## src/rtl/mak8_pipe_pkg.sv

```systemverilog
// Shared pipeline definitions for the MAK8 hazard unit: scoreboard entry,
// forward-select codes, event counter width and its saturating increment.
package mak8_pipe_pkg;

   // Register indices are stored zero-extended so one entry type serves any NREGS up to 256
   localparam int unsigned RA_MAX_W = 8;
   localparam int unsigned PERF_W = 16;
   localparam int unsigned FWD_SEL_RF = 0;

   typedef struct packed {
      logic                valid;
      logic [RA_MAX_W-1:0] rd;
      logic                reg_write;
      logic                is_load;
   } sb_entry_t;

   localparam sb_entry_t SB_BUBBLE = '{valid: 1'b0, rd: '0, reg_write: 1'b0, is_load: 1'b0};

   function automatic logic [PERF_W-1:0] sat_inc(input logic [PERF_W-1:0] cnt);
      return (cnt == '1) ? cnt : cnt + 1'b1;
   endfunction

endpackage

```

## src/rtl/mak8_fwd_select.sv

```systemverilog
// Per-source operand forwarding: finds the youngest in-flight writer of one
// source register, muxes its stage result and flags a not-yet-ready load.
module mak8_fwd_select
   import mak8_pipe_pkg::*;
#(
   parameter int unsigned DATA_W    = 8,
   parameter int unsigned RA_W      = 3,
   parameter int unsigned FWD_DEPTH = 2,
   parameter int unsigned LOAD_LAT  = 1,
   parameter int unsigned SEL_W     = 2
) (
   input  sb_entry_t                        sb [FWD_DEPTH],
   input  logic [RA_W-1:0]                  src,
   input  logic                             src_used,
   input  logic [FWD_DEPTH-1:0][DATA_W-1:0] stage_result,
   input  logic [DATA_W-1:0]                rf_data,
   output logic [SEL_W-1:0]                 sel,
   output logic [DATA_W-1:0]                opnd,
   output logic                             load_hazard
);

   always_comb begin
      sel         = SEL_W'(FWD_SEL_RF);
      opnd        = rf_data;
      load_hazard = 1'b0;
      if (src_used && src != '0) begin
         // Scan oldest to youngest so the youngest match is the one left standing
         for (int unsigned k = FWD_DEPTH; k >= 1; k--) begin
            if (sb[k-1].valid && sb[k-1].reg_write && sb[k-1].rd == RA_MAX_W'(src)) begin
               sel         = SEL_W'(k);
               opnd        = stage_result[k-1];
               load_hazard = sb[k-1].is_load && (k <= LOAD_LAT);
            end
         end
      end
   end

endmodule

```

## src/rtl/mak8_hazard_unit.sv

```systemverilog
// MAK8 pipeline hazard unit: destination scoreboard, operand forwarding,
// load-use stall and redirect flush. Event counters built only with MAK8_HZD_PERF_EN.
module mak8_hazard_unit
   import mak8_pipe_pkg::*;
#(
   parameter int unsigned DATA_W    = 8,
   parameter int unsigned NREGS     = 8,
   parameter int unsigned FWD_DEPTH = 2,
   parameter int unsigned LOAD_LAT  = 1
) (
   input  logic                                  clk,
   input  logic                                  rst_n,
   input  logic                                  run_en,
   input  logic                                  id_valid,
   input  logic [$clog2(NREGS)-1:0]              id_rs1,
   input  logic [$clog2(NREGS)-1:0]              id_rs2,
   input  logic                                  id_use1,
   input  logic                                  id_use2,
   input  logic [$clog2(NREGS)-1:0]              id_rd,
   input  logic                                  id_reg_write,
   input  logic                                  id_mem_read,
   input  logic                                  ex_redirect,
   input  logic [FWD_DEPTH-1:0][DATA_W-1:0]      stage_result,
   input  logic [DATA_W-1:0]                     rf_data1,
   input  logic [DATA_W-1:0]                     rf_data2,
   output logic                                  stall,
   output logic                                  flush,
   output logic [$clog2(FWD_DEPTH+1)-1:0]        fwd_sel1,
   output logic [$clog2(FWD_DEPTH+1)-1:0]        fwd_sel2,
   output logic [DATA_W-1:0]                     opnd1,
   output logic [DATA_W-1:0]                     opnd2,
   input  logic                                  perf_clr,
   output logic [PERF_W-1:0]                     perf_stall,
   output logic [PERF_W-1:0]                     perf_flush,
   output logic [PERF_W-1:0]                     perf_fwd
);

   localparam int unsigned RA_W  = $clog2(NREGS);
   localparam int unsigned SEL_W = $clog2(FWD_DEPTH + 1);

   // sb[k-1] describes the instruction in stage k
   sb_entry_t sb [FWD_DEPTH];
   logic      hazard1;
   logic      hazard2;

   mak8_fwd_select #(
      .DATA_W    (DATA_W),
      .RA_W      (RA_W),
      .FWD_DEPTH (FWD_DEPTH),
      .LOAD_LAT  (LOAD_LAT),
      .SEL_W     (SEL_W)
   ) u_fwd1 (
      .sb           (sb),
      .src          (id_rs1),
      .src_used     (id_use1),
      .stage_result (stage_result),
      .rf_data      (rf_data1),
      .sel          (fwd_sel1),
      .opnd         (opnd1),
      .load_hazard  (hazard1)
   );

   mak8_fwd_select #(
      .DATA_W    (DATA_W),
      .RA_W      (RA_W),
      .FWD_DEPTH (FWD_DEPTH),
      .LOAD_LAT  (LOAD_LAT),
      .SEL_W     (SEL_W)
   ) u_fwd2 (
      .sb           (sb),
      .src          (id_rs2),
      .src_used     (id_use2),
      .stage_result (stage_result),
      .rf_data      (rf_data2),
      .sel          (fwd_sel2),
      .opnd         (opnd2),
      .load_hazard  (hazard2)
   );

   // Flush is masked during reset; a redirect always wins over a load-use stall
   always_comb begin
      flush = rst_n & run_en & ex_redirect;
      stall = run_en & id_valid & (hazard1 | hazard2) & ~flush;
   end

   always_ff @(posedge clk or negedge rst_n) begin
      if (!rst_n) begin
         for (int unsigned k = 0; k < FWD_DEPTH; k++) sb[k] <= SB_BUBBLE;
      end else if (run_en) begin
         for (int unsigned k = FWD_DEPTH - 1; k >= 1; k--) sb[k] <= sb[k-1];
         if (id_valid && !stall && !flush)
            sb[0] <= '{valid: 1'b1, rd: RA_MAX_W'(id_rd),
                       reg_write: id_reg_write, is_load: id_mem_read};
         else
            sb[0] <= SB_BUBBLE;
      end
   end

`ifdef MAK8_HZD_PERF_EN
   logic [PERF_W-1:0] cnt_stall;
   logic [PERF_W-1:0] cnt_flush;
   logic [PERF_W-1:0] cnt_fwd;

   always_ff @(posedge clk or negedge rst_n) begin
      if (!rst_n) begin
         cnt_stall <= '0;
         cnt_flush <= '0;
         cnt_fwd   <= '0;
      end else if (perf_clr) begin
         cnt_stall <= '0;
         cnt_flush <= '0;
         cnt_fwd   <= '0;
      end else if (run_en) begin
         if (stall) cnt_stall <= sat_inc(cnt_stall);
         if (flush) cnt_flush <= sat_inc(cnt_flush);
         if (fwd_sel1 != '0 || fwd_sel2 != '0) cnt_fwd <= sat_inc(cnt_fwd);
      end
   end

   always_comb begin
      perf_stall = cnt_stall;
      perf_flush = cnt_flush;
      perf_fwd   = cnt_fwd;
   end
`else
   logic unused_perf_clr;

   always_comb begin
      perf_stall      = '0;
      perf_flush      = '0;
      perf_fwd        = '0;
      unused_perf_clr = perf_clr;
   end
`endif

endmodule

```

## config.mk

```make
export PLATFORM = sky130hd
export DESIGN_NAME = mak8_hazard_unit
export DESIGN_NICKNAME = d
export VERILOG_FILES = /design/src/rtl/mak8_pipe_pkg.sv /design/src/rtl/mak8_fwd_select.sv /design/src/rtl/mak8_hazard_unit.sv
export SDC_FILE = /design/constraint.sdc
export NUM_CORES = 1
export LEC_CHECK = 0
export CAP_MARGIN = 15
export CORE_MARGIN = 3
export CORE_UTILIZATION = 36
export DETAILED_ROUTE_END_ITERATION = 10
export PLACE_DENSITY_LB_ADDON = 0.08
export SETUP_SLACK_MARGIN = 0.5
export SLEW_MARGIN = 25
export SYNTH_ARGS = -nofsm -noshare
export SYNTH_HDL_FRONTEND = slang
export SYNTH_SLANG_ARGS = --single-unit
```

## constraint.sdc

```tcl
create_clock -name clk -period 4.8 [get_ports clk]
set_clock_uncertainty 0.1 [all_clocks]
set_input_delay 0.72 -clock clk [delete_from_list [all_inputs] [get_ports clk]]
set_output_delay 0.72 -clock clk [all_outputs]
set_load 0.02 [all_outputs]
```

Word level (Yosys, flattened, before mapping):

Cells that the tools add are included.

* muxes and demuxes: 17
* equality and inequality tests: 4
* reduce and logical (&&, ||, !) cells: 14
* bitwise operators: 7

Operator list (number)
* 2-to-1 mux 8 bit: 6
* == test 8 x 3 -> 1 bit: 4
* 2-to-1 mux 2 bit: 6
* 2-to-1 mux 11 bit: 1
* logical AND 1 bit: 10
* nonzero test 3 bit: 2
* AND 1 bit: 5
* 2-to-1 mux 1 bit: 4
* zero test 1 bit: 2
* inverter 1 bit: 1
* OR 1 bit: 1

* logic and storage cells: 49
* output and inout bits: 70
* flip-flop bits (word level): 21

Longest topological paths before layout:

Gate-level depths: netlist of the first run.

* depth after elaboration: 11
* mapped depth: 6
* gate-level depth less buffers: 4

By module:

A second synthesis of the first run with hierarchy kept.

* cell total of the unflattened synthesis: 172
* area, all modules: 1560.2 sq um

By module, submodules not included
* mak8_hazard_unit: instances 1, area an instance 927.1 sq um, cells each 92, sequential area each 300.3 sq um
* mak8_fwd_select: instances 2, area an instance 316.6 sq um, cells each 40, sequential area each 0.0 sq um

Worst setup path after synthesis of the first run:

OpenSTA, ideal clock, no wires.

* path type: input to output
* start point: in id_rs2[2]
* end point: out opnd2[0]
* cell stages on the path: 6
* setup slack: 1.951 ns
* required time: 3.980 ns
* data arrival time: 2.029 ns
* path through: xnor2_1 and4_4 buf_6 or3_1 buf_6 o221ai_1

* word-level cells in the longest chain between the ends: 5

Ends and longest elaborated chain
* from (decl): line mak8_hazard_unit.sv:16 `input logic [$clog2(NREGS)-1:0] id_rs2,`
* == test 8 x 3 -> 1 bit: line mak8_fwd_select.sv:29 `if (sb[k-1].valid && sb[k-1].reg_write && sb[k-1].rd == RA_MAX_W'(src)) begin`
* logical AND 1 bit: line mak8_fwd_select.sv:29
* 2-to-1 mux 8 bit (2 in a row): line mak8_fwd_select.sv:29
* 2-to-1 mux 8 bit *: line mak8_fwd_select.sv:26 `if (src_used && src != '0) begin`
* to (decl): line mak8_hazard_unit.sv:31 `output logic [DATA_W-1:0] opnd2,`

Every way passes the cells marked *; elsewhere a longest branch is shown, timed or not.

Final worst setup path of the first run:

* start point: in id_rs1[1]
* end point: out opnd1[3]

* word-level cells in the longest chain between the ends: 5

Ends and longest elaborated chain
* from (decl): line mak8_hazard_unit.sv:15 `input logic [$clog2(NREGS)-1:0] id_rs1,`
* == test 8 x 3 -> 1 bit: line mak8_fwd_select.sv:29
* logical AND 1 bit: line mak8_fwd_select.sv:29
* 2-to-1 mux 8 bit (2 in a row): line mak8_fwd_select.sv:29
* 2-to-1 mux 8 bit *: line mak8_fwd_select.sv:26
* to (decl): line mak8_hazard_unit.sv:30 `output logic [DATA_W-1:0] opnd1,`

Marks and branches as above.

==> metrics.md, run 1 <==
| Metric | Value |
|---|---|
| Outcome | `complete, no violations` |
| Biggest regs | `sb x11` |
| WS Path Type | `in2out` |
| GPL Wtd Cong | `0.7808` |
| Grt met2 use | `25.75%` |
| Startpoint Class | `input pin` |
| Global-route usage over all layers | `15.59%` |
| Max incr delay on CP | `650 ps` |
| Die W | `70.80 µm` |
| Period utilization | `82.64%` |
| Die area | `0.005012 mm²` |
| GR Layer Usage met3 | `2.131%` |
| Most numerous cell on the critical path | `clkdlybuf4s50_1` |
| DRC errors left | `0` |
| Post-CTS Hold Buffers | `0` |
| Clock sinks | `11` |
| Max_cap viols | `0` |
| Yosys warns | `0` |
| Fmax | `252.1 MHz` |
| Post-cts resize count | `0` |
| Layout cell share with drive strength beyond 1 | `8.108%` |
| TritonCTS clock tree | `done` |
| FF+latch count, synth | `11` |
| Starting Density | `39.22%` |
| Post-synth top flop | `dfrtp_1` |
| Post-Route WL | `4250 µm` |
| Hold Violations, Final | `0` |
| DRT antenna net count | `0` |
| Pin count of the biggest net entering global routing | `14` |
| Worst Hold Class | `reg2reg` |
| Final setup fails | `0` |
| Drt wl/cell | `13.84 µm` |
| Worst-Skew Late Latency | `230 ps` |
| Via-per-instance ratio | `4.730` |
| Max reg flops | `11` |
| Filler Cell Count | `376` |
| Slowest-stage cell, CP | `clkdlybuf4s50_1` |
| Port Buffers | `71` |
| Ys async rst share | `100.0%` |
| Worst path required time | `3980 ps` |
| IR drop worst, VDD | `0.1978 mV` |
| Sum Neg Setup Slack | `0 ps` |
| Worst-path clk slew | `50 ps` |
| Hpwl dp | `3432 µm` |
| Site Rows | `22` |
| Worst Hold Slack | `402.7 ps` |
| Layout area overhead | `38.99%` |
| # IOs | `121` |
| Vias in the first global route | `1335` |
| Nature of the critical path endpoint | `output pin` |
| CTS H-Tree Depth | `1` |
| GR Util met1 | `21.37%` |
| GR peak layer | `met2` |
| Core Region | `0.003854 mm²` |
| EDFF count, synth | `0` |
| RSZ-0062 raised after global routing | `no` |
| Via count | `1452` |
| Post-Synthesis Cells | `190` |
| Register area share after synthesis | `18.21%` |
| PwrDens | `195.2 mW/mm²` |
| Commonest non-fill, non-tap cell in the layout | `clkdlybuf4s50_1` |
| Final-stage net count | `311` |
| Fin. max-slew vios | `0` |
| Syn avg cell area | `7.955 µm²` |
| CP top delay family | `buffers and inverters` |
| Most frequent cells in the layout | `clkdlybuf4s50_1, conb_1, nand3_1` |
| CTS Buf Count | `3` |
| Max clock buf depth | `2` |
| LEAKAGE | `0.8668 nW` |
| Register with the most flip-flops | `sb` |
| Total power | `0.0004102 W` |
| Die height | `70.80 µm` |
| First-iteration detailed-routing DRC count | `59` |
| Max-Slew Margin vs Limit | `47.44%` |
| Drt pass-1 iters | `4` |
| Tightest Pin Transition | `788.4 ps` |
| Crit Path Max Fanout | `9` |
| N_diodes | `0` |
| Critical Path AT | `3150 ps` |
| GRT Residual Overflow | `0` |
| CP cell instances | `clkdlybuf4s50_1 -> xnor2_1 -> and4_4 -> or3_1 -> o221ai_2 -> clkdlybuf4s50_1` |
| Root Driver | `clkbuf_8` |
| Crit path time final | `3967 ps` |
| FF/Latch Area | `275.3 µm²` |
| Antenna violations before repair | `0` |
| Cell Area, Synth | `0.001511 mm²` |
| Multi-input gate area | `927.1 µm²` |
| Post-CTS Setup Bufs | `0` |
| CP bufs+invs | `2` |
| First-pass GRT wire length | `6465 µm` |
| Yosys cell types | `28` |
where the power goes:
| group | leakage [nW] | total [W] | internal [W] | switching, W |
|---|---|---|---|---|
| Combinational | 0.705 | 0.000201 | 0.0000906 | 0.000110 |
| Clock | 0.0228 | 0.0000899 | 0.0000581 | 0.0000318 |
| Sequential | 0.139 | 0.000119 | 0.000106 | 0.0000131 |
cell usage after synthesis, types with 5 or more instances:
cell type  instances  area [µm²]
buf_4             48       360.4
dfrtp_1           11       275.3
inv_1             18       67.56
mux2_2             5       56.30
nand2_1           17       63.81
nand3_1           19       95.09
nor2_1             5       18.77
o221ai_1           9       78.83
o221ai_2           8       120.1
xnor2_1           12       105.1
final timing paths:
check	start	end	slack (ps)	depth (start not counted)
max	id_rs1[1]	opnd1[3]	830	6
min	sb[21]	sb[21]	400	2
max reg2reg	sb[15]	sb[11]	3110	4
min reg2reg	sb[21]	sb[21]	400	2
max in group asynchronous	rst_n	sb[11]	3480	1
min in group asynchronous	rst_n	sb[12]	750	1
cell type report:
cell class / count / share of cell area [%]
Inverter: 18 / 3.216
Sequential cell: 11 / 13.10
Multi-Input combinational cell: 153 / 44.13
Tap cell: 48 / 2.859
Timing Repair Buffer: 73 / 34.54
Clock buffer: 4 / 2.144
tightest hold or removal path: cells and delay by family (launching register included):
kind,cells,cell delay [ps]
AND/OR/NAND/NOR,2,120
flip-flops,1,350
logic make-up after synthesis:
| family | share of synthesized area (%) |
|---|---|
| AOI/OAI and AO/OA | 21.36 |
| xor gates and xnor gates | 6.954 |
| buffers and inverters | 32.12 |
| DFF | 18.21 |
| muxes | 3.725 |
| other | 0.2481 |
| and+or+nand+nor | 17.38 |
routing by layer:
metal  vias to the layer above  share of wire, %
met5                         -                 0
met4                         0              0.45
met3                         2                10
met2                        75                46
met1                       661                43
li1                        714                 -
per-stage QoR:
step | area (µm²) | util (%) | cells | setup WS [ps]
floorplan | 1688 | - | 237 | 1951
finish | 2101 | 54.51 | 307 | 833.5
CTS | 2101 | 54.51 | 307 | 833.7
global route | 2101 | 54.51 | 307 | 730.7
detailed placement | 2056 | 53.34 | 303 | 834.1
global placement | 2056 | 53.34 | 303 | 848.4
Power figures use the tool's default switching activity.
==> inputs of run 2 (changes only) <==
--- a/config.mk
+++ b/config.mk
@@ -7,7 +7,7 @@
 export LEC_CHECK = 0
 export CAP_MARGIN = 15
 export CORE_MARGIN = 3
-export CORE_UTILIZATION = 36
+export CORE_UTILIZATION = 34
 export DETAILED_ROUTE_END_ITERATION = 10
 export PLACE_DENSITY_LB_ADDON = 0.08
 export SETUP_SLACK_MARGIN = 0.5
==> constraint.sdc (replaced) <==
create_clock -name clk -period 4.04 [get_ports clk]
set_clock_uncertainty 0.1 [all_clocks]
set_input_delay 0.606 -clock clk [delete_from_list [all_inputs] [get_ports clk]]
set_output_delay 0.606 -clock clk [all_outputs]
set_load 0.02 [all_outputs]
==> run 2 against run 1 <==
Sequential share of layout area is 0.50 points lower. Non-clock buffer count is 3 higher. Clock power is 18% higher. Clock-buffer cell count stayed put. Worst setup slack worse by 230 ps. Global-route usage is 0.99 points lower. Final cell count is 1.6% higher. Sequential cell count stayed put. Sequential power is 18% higher.
==> metrics.md, run 2 (synthesized netlist as in run 1, its figures left out) <==
| Metric | Value |
|---|---|
| Filler Cell Count | `406 (+8.0%)` |
| Period utilization | `85.09%` |
| CP top delay family | `buffers and inverters` |
| Site Rows | `23 (+4.5%)` |
| Global-route usage over all layers | `14.60% (-0.99 points)` |
| HP Start | `sb[21]` |
| # IOs | `121 (unchanged)` |
| Via count | `1452 (unchanged)` |
| IR drop worst, VDD | `0.2045 mV (+3.4%)` |
| Die W | `72.68 µm (+2.7%)` |
| Vias in the first global route | `1277 (-4.3%)` |
| RSZ-0062 raised after global routing | `no` |
| Die height | `72.68 µm (+2.7%)` |
| Commonest non-fill, non-tap cell in the layout | `clkdlybuf4s50_1` |
| First-iteration detailed-routing DRC count | `39 (-34%)` |
| Max incr delay on CP | `600 ps (-50 ps)` |
| Nature of the critical path endpoint | `output pin` |
| Worst-Skew Late Latency | `230 ps (about the same)` |
| Die area | `0.005282 mm² (+5.4%)` |
| Flop-to-flop setup slack | `2410 ps (-700 ps)` |
| Hpwl dp | `3367 µm (-1.9%)` |
| Drt pass-1 iters | `4 (unchanged)` |
| Startpoint Class | `input pin` |
| Hold path depth | `2 (unchanged)` |
| Most frequent cells in the layout | `clkdlybuf4s50_1, conb_1, nand3_1` |
| Design Area, Final | `0.002185 mm² (+4.0%)` |
| Final-stage net count | `314 (+0.96%)` |
| GRT Residual Overflow | `0 (unchanged)` |
| Max clock buf depth | `2 (unchanged)` |
| Sum Neg Setup Slack | `0 ps (unchanged)` |
| Multi-input gate area | `969.7 µm² (+4.6%)` |
| Starting Density | `36.47% (-2.7 points)` |
| Most numerous cell on the critical path | `clkdlybuf4s50_1` |
| Clock sinks | `11 (unchanged)` |
| PwrDens | `223.4 mW/mm² (+14%)` |
| Antenna violations before repair | `0 (unchanged)` |
| Pin count of the biggest net entering global routing | `14 (unchanged)` |
| CTS H-Tree Depth | `1 (unchanged)` |
| Core Region | `0.004144 mm² (+7.5%)` |
| Crit Reg-Reg Endpoint | `sb[12]` |
| Crit path time final | `3438 ps` |
| Port Buffers | `71 (unchanged)` |
| Post-Route WL | `4244 µm (-0.14%)` |
| Post-CTS Hold Buffers | `0 (unchanged)` |
| Worst path required time | `3330 ps (-650 ps)` |
| WS Path Type | `in2out` |
| CP bufs+invs | `2 (unchanged)` |
| CP cell instances | `clkdlybuf4s50_1 -> xnor2_1 -> nand4_1 -> o22ai_4 -> and3_1 -> clkdlybuf4s50_1` |
| DRC errors left | `0 (unchanged)` |
| WHS Endpoint | `sb[21]` |
| N_diodes | `0 (unchanged)` |
| CTS Buf Count | `3 (unchanged)` |
| Fin. max-slew vios | `0 (unchanged)` |
| Root Driver | `clkbuf_8` |
| Register with the most flip-flops | `sb` |
| Layout cell share with drive strength beyond 1 | `10.69% (+2.6 points)` |
| RR Startpoint | `sb[15]` |
| Crit Path Max Fanout | `6 (-3)` |
| Max reg flops | `11 (unchanged)` |
| First-pass GRT wire length | `6237 µm (-3.5%)` |
| Hold Violations, Final | `0 (unchanged)` |
| Max_cap viols | `0 (unchanged)` |
| Final core utilization | `52.72% (-1.8 points)` |
| FF/Latch Area | `275.3 µm² (unchanged)` |
| Worst r2r path cells | `4 (unchanged)` |
| DP Area | `0.002073 mm² (+0.85%)` |
| Crit path launch | `id_rs1[1]` |
| Biggest regs | `sb x11` |
| Layout area overhead | `44.54%` |
| Worst Hold Class | `reg2reg` |
| Slowest-stage cell, CP | `clkdlybuf4s50_1` |
| TritonCTS clock tree | `done` |
| Critical Path AT | `2730 ps (-420 ps)` |
| DRT antenna net count | `0 (unchanged)` |
| Worst-path clk slew | `50 ps (about the same)` |
| Fmax | `290.9 MHz` |
| Drt wl/cell | `13.60 µm (-1.7%)` |
| GPL Wtd Cong | `0.7574 (-3.0%)` |
| LEAKAGE | `0.9973 nW (+15%)` |
| Via-per-instance ratio | `4.654 (-1.6%)` |
| Final setup fails | `0 (unchanged)` |
| Outcome | `complete, no violations` |
run 2: changes by cell type in the layout (fill, tap and decap cells not counted):
cell	change
clkdlybuf4s50_1	-17
dlymetal6s2s_1	+10
dlygate4sd2_1	+7
buf_4	+3
a21oi_4	+2
or3_1	-2
or3_4	+2
a21oi_1	-1
a21oi_2	-1
o22ai_1	-1
o22ai_4	+1
run 2: area by class of cell:
| cell class | instances | share of cell area, % |
|---|---|---|
| clock buffer | 4 | 2.062 |
| multi-input combinational | 153 | 44.39 |
| timing repair buffer | 76 | 34.99 |
| tap | 50 | 2.864 |
| inverter | 18 | 3.093 |
| sequential | 11 | 12.60 |
run 2: how the worst max path moves through the flow:
stage               endpoint  cells after the start
floorplan           opnd2[0]                      6
global placement    opnd1[1]                      6
detailed placement  opnd1[1]                      6
CTS                 opnd1[1]                      6
global route           stall                      6
finish                 stall                      6
run 2: timing repair:
action	CTS	global route
setup buffers	0	1
pin swaps	0	2
resized for setup	12	12
endpoints found under the setup margin	18	11
run 2: metal layers:
layer,wire [µm],vias to the layer above,part of all wire (%),global-route usage [%]
met5,0,-,0,0
met4,17,0,0.40,2.459
met3,435,4,10,2.479
met2,1996,77,47,25.35
met1,1795,651,42,19.18
li1,-,720,-,-
run 2: through the flow:
stage | setup WS [ps] | hold WS (ps) | cells | power [W]
floorplan | 1419 | 210.4 | 237 | 0.0003209
global placement | 262.3 | 383.4 | 307 | 0.0003814
detailed placement | 240.2 | 385.5 | 307 | 0.0003838
finish | 602.2 | 395.2 | 312 | 0.0004880
global route | 503.7 | 459.8 | 312 | 0.0005192
CTS | 438.6 | 397.6 | 311 | 0.0004927
run 2: power breakdown:
| group | switching, W | internal [W] | leakage (nW) |
|---|---|---|---|
| registers | 0.0000151 | 0.000126 | 0.139 |
| logic | 0.000134 | 0.000107 | 0.835 |
| clock network | 0.0000371 | 0.0000689 | 0.0228 |
run 2: worst min-delay path, stage by stage, from the launching register on:
cell and delay [ps]:
dfrtp_1 350, nand2_1 60, nand3_1 50
==> inputs of run 3 (changes only) <==
--- a/config.mk
+++ b/config.mk
@@ -6,7 +6,7 @@
 export NUM_CORES = 1
 export LEC_CHECK = 0
 export CAP_MARGIN = 15
-export CORE_MARGIN = 3
+export CORE_MARGIN = 5
 export CORE_UTILIZATION = 34
 export DETAILED_ROUTE_END_ITERATION = 10
 export PLACE_DENSITY_LB_ADDON = 0.08
==> run 3 against run 2 <==
Sequential share of layout area is 0.065 points higher. Fmax is 3.0% lower. Clock power hardly changed. Largest cell class unchanged.
==> metrics.md, run 3 (synthesized netlist as in run 1, its figures left out) <==
| Metric | Value |
|---|---|
| Outcome | `complete, no violations` |
| Crit Path Max Fanout | `9 (+3)` |
| Most numerous cell on the critical path | `clkdlybuf4s50_1` |
| TritonCTS clock tree | `done` |
| Final-stage net count | `314 (unchanged)` |
| RSZ-0062 raised after global routing | `yes` |
| Max reg flops | `11 (unchanged)` |
| Max_cap viols | `0 (unchanged)` |
| CTS H-Tree Depth | `1 (unchanged)` |
| Core Region | `0.004324 mm² (+4.3%)` |
| Final setup fails | `0 (unchanged)` |
| Hold Violations, Final | `0 (unchanged)` |
| Die area | `0.005879 mm² (+11%)` |
| Biggest regs | `sb x11` |
| Via-per-instance ratio | `4.650 (about the same)` |
| Worst Hold Slack | `399.4 ps (+4.151 ps)` |
| Sum Neg Setup Slack | `0 ps (unchanged)` |
| Via count | `1460 (+0.55%)` |
| Max clock buf depth | `2 (unchanged)` |
| Root Driver | `clkbuf_8` |
| # IOs | `121 (unchanged)` |
| GPL Wtd Cong | `0.7450 (-1.6%)` |
| DRT antenna net count | `0 (unchanged)` |
| Worst-path clk slew | `50 ps (about the same)` |
| First-pass GRT wire length | `7113 µm (+14%)` |
| Antenna violations before repair | `0 (unchanged)` |
| Pin count of the biggest net entering global routing | `14 (unchanged)` |
| Critical Path AT | `2840 ps (+110 ps)` |
| Worst-Skew Late Latency | `230 ps (about the same)` |
| CP cell instances | `clkdlybuf4s50_1 -> xnor2_1 -> and4_4 -> or3_4 -> o221ai_1 -> clkdlybuf4s50_1` |
| WS Path Type | `in2out` |
| Clock sinks | `11 (unchanged)` |
| Filler Cell Count | `457 (+13%)` |
| Nature of the critical path endpoint | `output pin` |
| IR drop worst, VDD | `0.1538 mV (-25%)` |
| Drt pass-1 iters | `4 (unchanged)` |
| Die height | `76.68 µm (+5.5%)` |
| Fmax | `282.1 MHz (-3.0%)` |
| First-iteration detailed-routing DRC count | `49 (+26%)` |
| Drt wl/cell | `14.57 µm (+7.1%)` |
| Fin. max-slew vios | `0 (unchanged)` |
| Post-CTS Setup Bufs | `0 (unchanged)` |
| DRC errors left | `0 (unchanged)` |
| Register with the most flip-flops | `sb` |
| Hpwl dp | `3667 µm (+8.9%)` |
| Vias in the first global route | `1362 (+6.7%)` |
| Worst Hold Class | `reg2reg` |
| GRT Residual Overflow | `0 (unchanged)` |
| Starting Density | `34.95% (-1.5 points)` |
| Period utilization | `87.74% (+2.6 points)` |
| Global-route usage over all layers | `14.46% (-0.14 points)` |
| PwrDens | `225.7 mW/mm² (+1.1%)` |
| Site Rows | `24 (+4.3%)` |
| Layout cell share with drive strength beyond 1 | `10.69% (unchanged)` |
| Crit path time final | `3545 ps (+106.8 ps)` |
| Die W | `76.68 µm (+5.5%)` |
| Port Buffers | `71 (unchanged)` |
| Worst path required time | `3330 ps (about the same)` |
| CTS Buf Count | `3 (unchanged)` |
| N_diodes | `0 (unchanged)` |
| Slowest-stage cell, CP | `clkdlybuf4s50_1` |
| Most frequent cells in the layout | `clkdlybuf4s50_1, conb_1, nand3_1` |
| Startpoint Class | `input pin` |
| Max incr delay on CP | `640 ps (+40 ps)` |
| LEAKAGE | `1.002 nW (+0.46%)` |
| Layout area overhead | `43.79%` |
| Post-Route WL | `4576 µm (+7.8%)` |
| Commonest non-fill, non-tap cell in the layout | `clkdlybuf4s50_1` |
-- run 3: metrics by stage --
step / cell area [µm²] / std cells / setup slack [ps] / utilization [%] / total power [W]
after floorplan: 1688 / 237 / 1419 / - / 0.0003209
after global placement: 2083 / 310 / 284.6 / 48.18 / 0.0003823
after detailed placement: 2083 / 310 / 277.3 / 48.18 / 0.0003831
after CTS: 2138 / 314 / 466.2 / 49.45 / 0.0004931
after global routing: 2173 / 314 / 428.8 / 50.26 / 0.0005205
final: 2173 / 314 / 495.4 / 50.26 / 0.0004906
-- run 3: cell type report --
type / instances / area, µm² / share of cell area, %
Multi-Input combinational cell: 153 / 945.9 / 43.52
Inverter: 18 / 67.56 / 3.109
Clock buffer: 4 / 45.04 / 2.073
Sequential cell: 11 / 275.3 / 12.67
Timing Repair Buffer: 76 / 774.5 / 35.64
Tap cell: 52 / 65.06 / 2.994
-- run 3: critical path, delay by kind of cell --
kind	cells	cell delay (ps)
AND/OR/NAND/NOR	2	670
AO/OA/AOI/OAI	1	190
buffers and inverters	2	1250
XOR/XNOR	1	130
-- run 3: what timing repair did --
item	in CTS	in global routing
hold buffers	0	0
setup endpoints to repair	18	14
gates resized for setup	6	13
-- run 3: routing by layer --
layer  up-vias  share of wire, %  GRT usage, %
met4         0              0.90         3.147
met3         7               9.1         2.927
met5         -                 0             0
li1        717                 -             -
met1       650                45         19.83
met2        86                45         23.26
-- run 3: power breakdown --
part	leakage [nW]	switching [W]	internal, W
combinational	0.840	0.000133	0.000108
clock	0.0228	0.0000395	0.0000691
sequential	0.139	0.0000155	0.000126
-- run 3: path summary, 6_finish.rpt --
kind / start / end / slack (ps) / cells past startpoint
min: sb[21] / sb[21] / 400 / 2
max: id_rs2[2] / opnd2[6] / 500 / 6
min reg2reg: sb[21] / sb[21] / 400 / 2
max reg2reg: sb[15] / sb[12] / 2400 / 5
max in group asynchronous: rst_n / sb[15] / 3120 / 2
min in group asynchronous: rst_n / sb[12] / 570 / 2
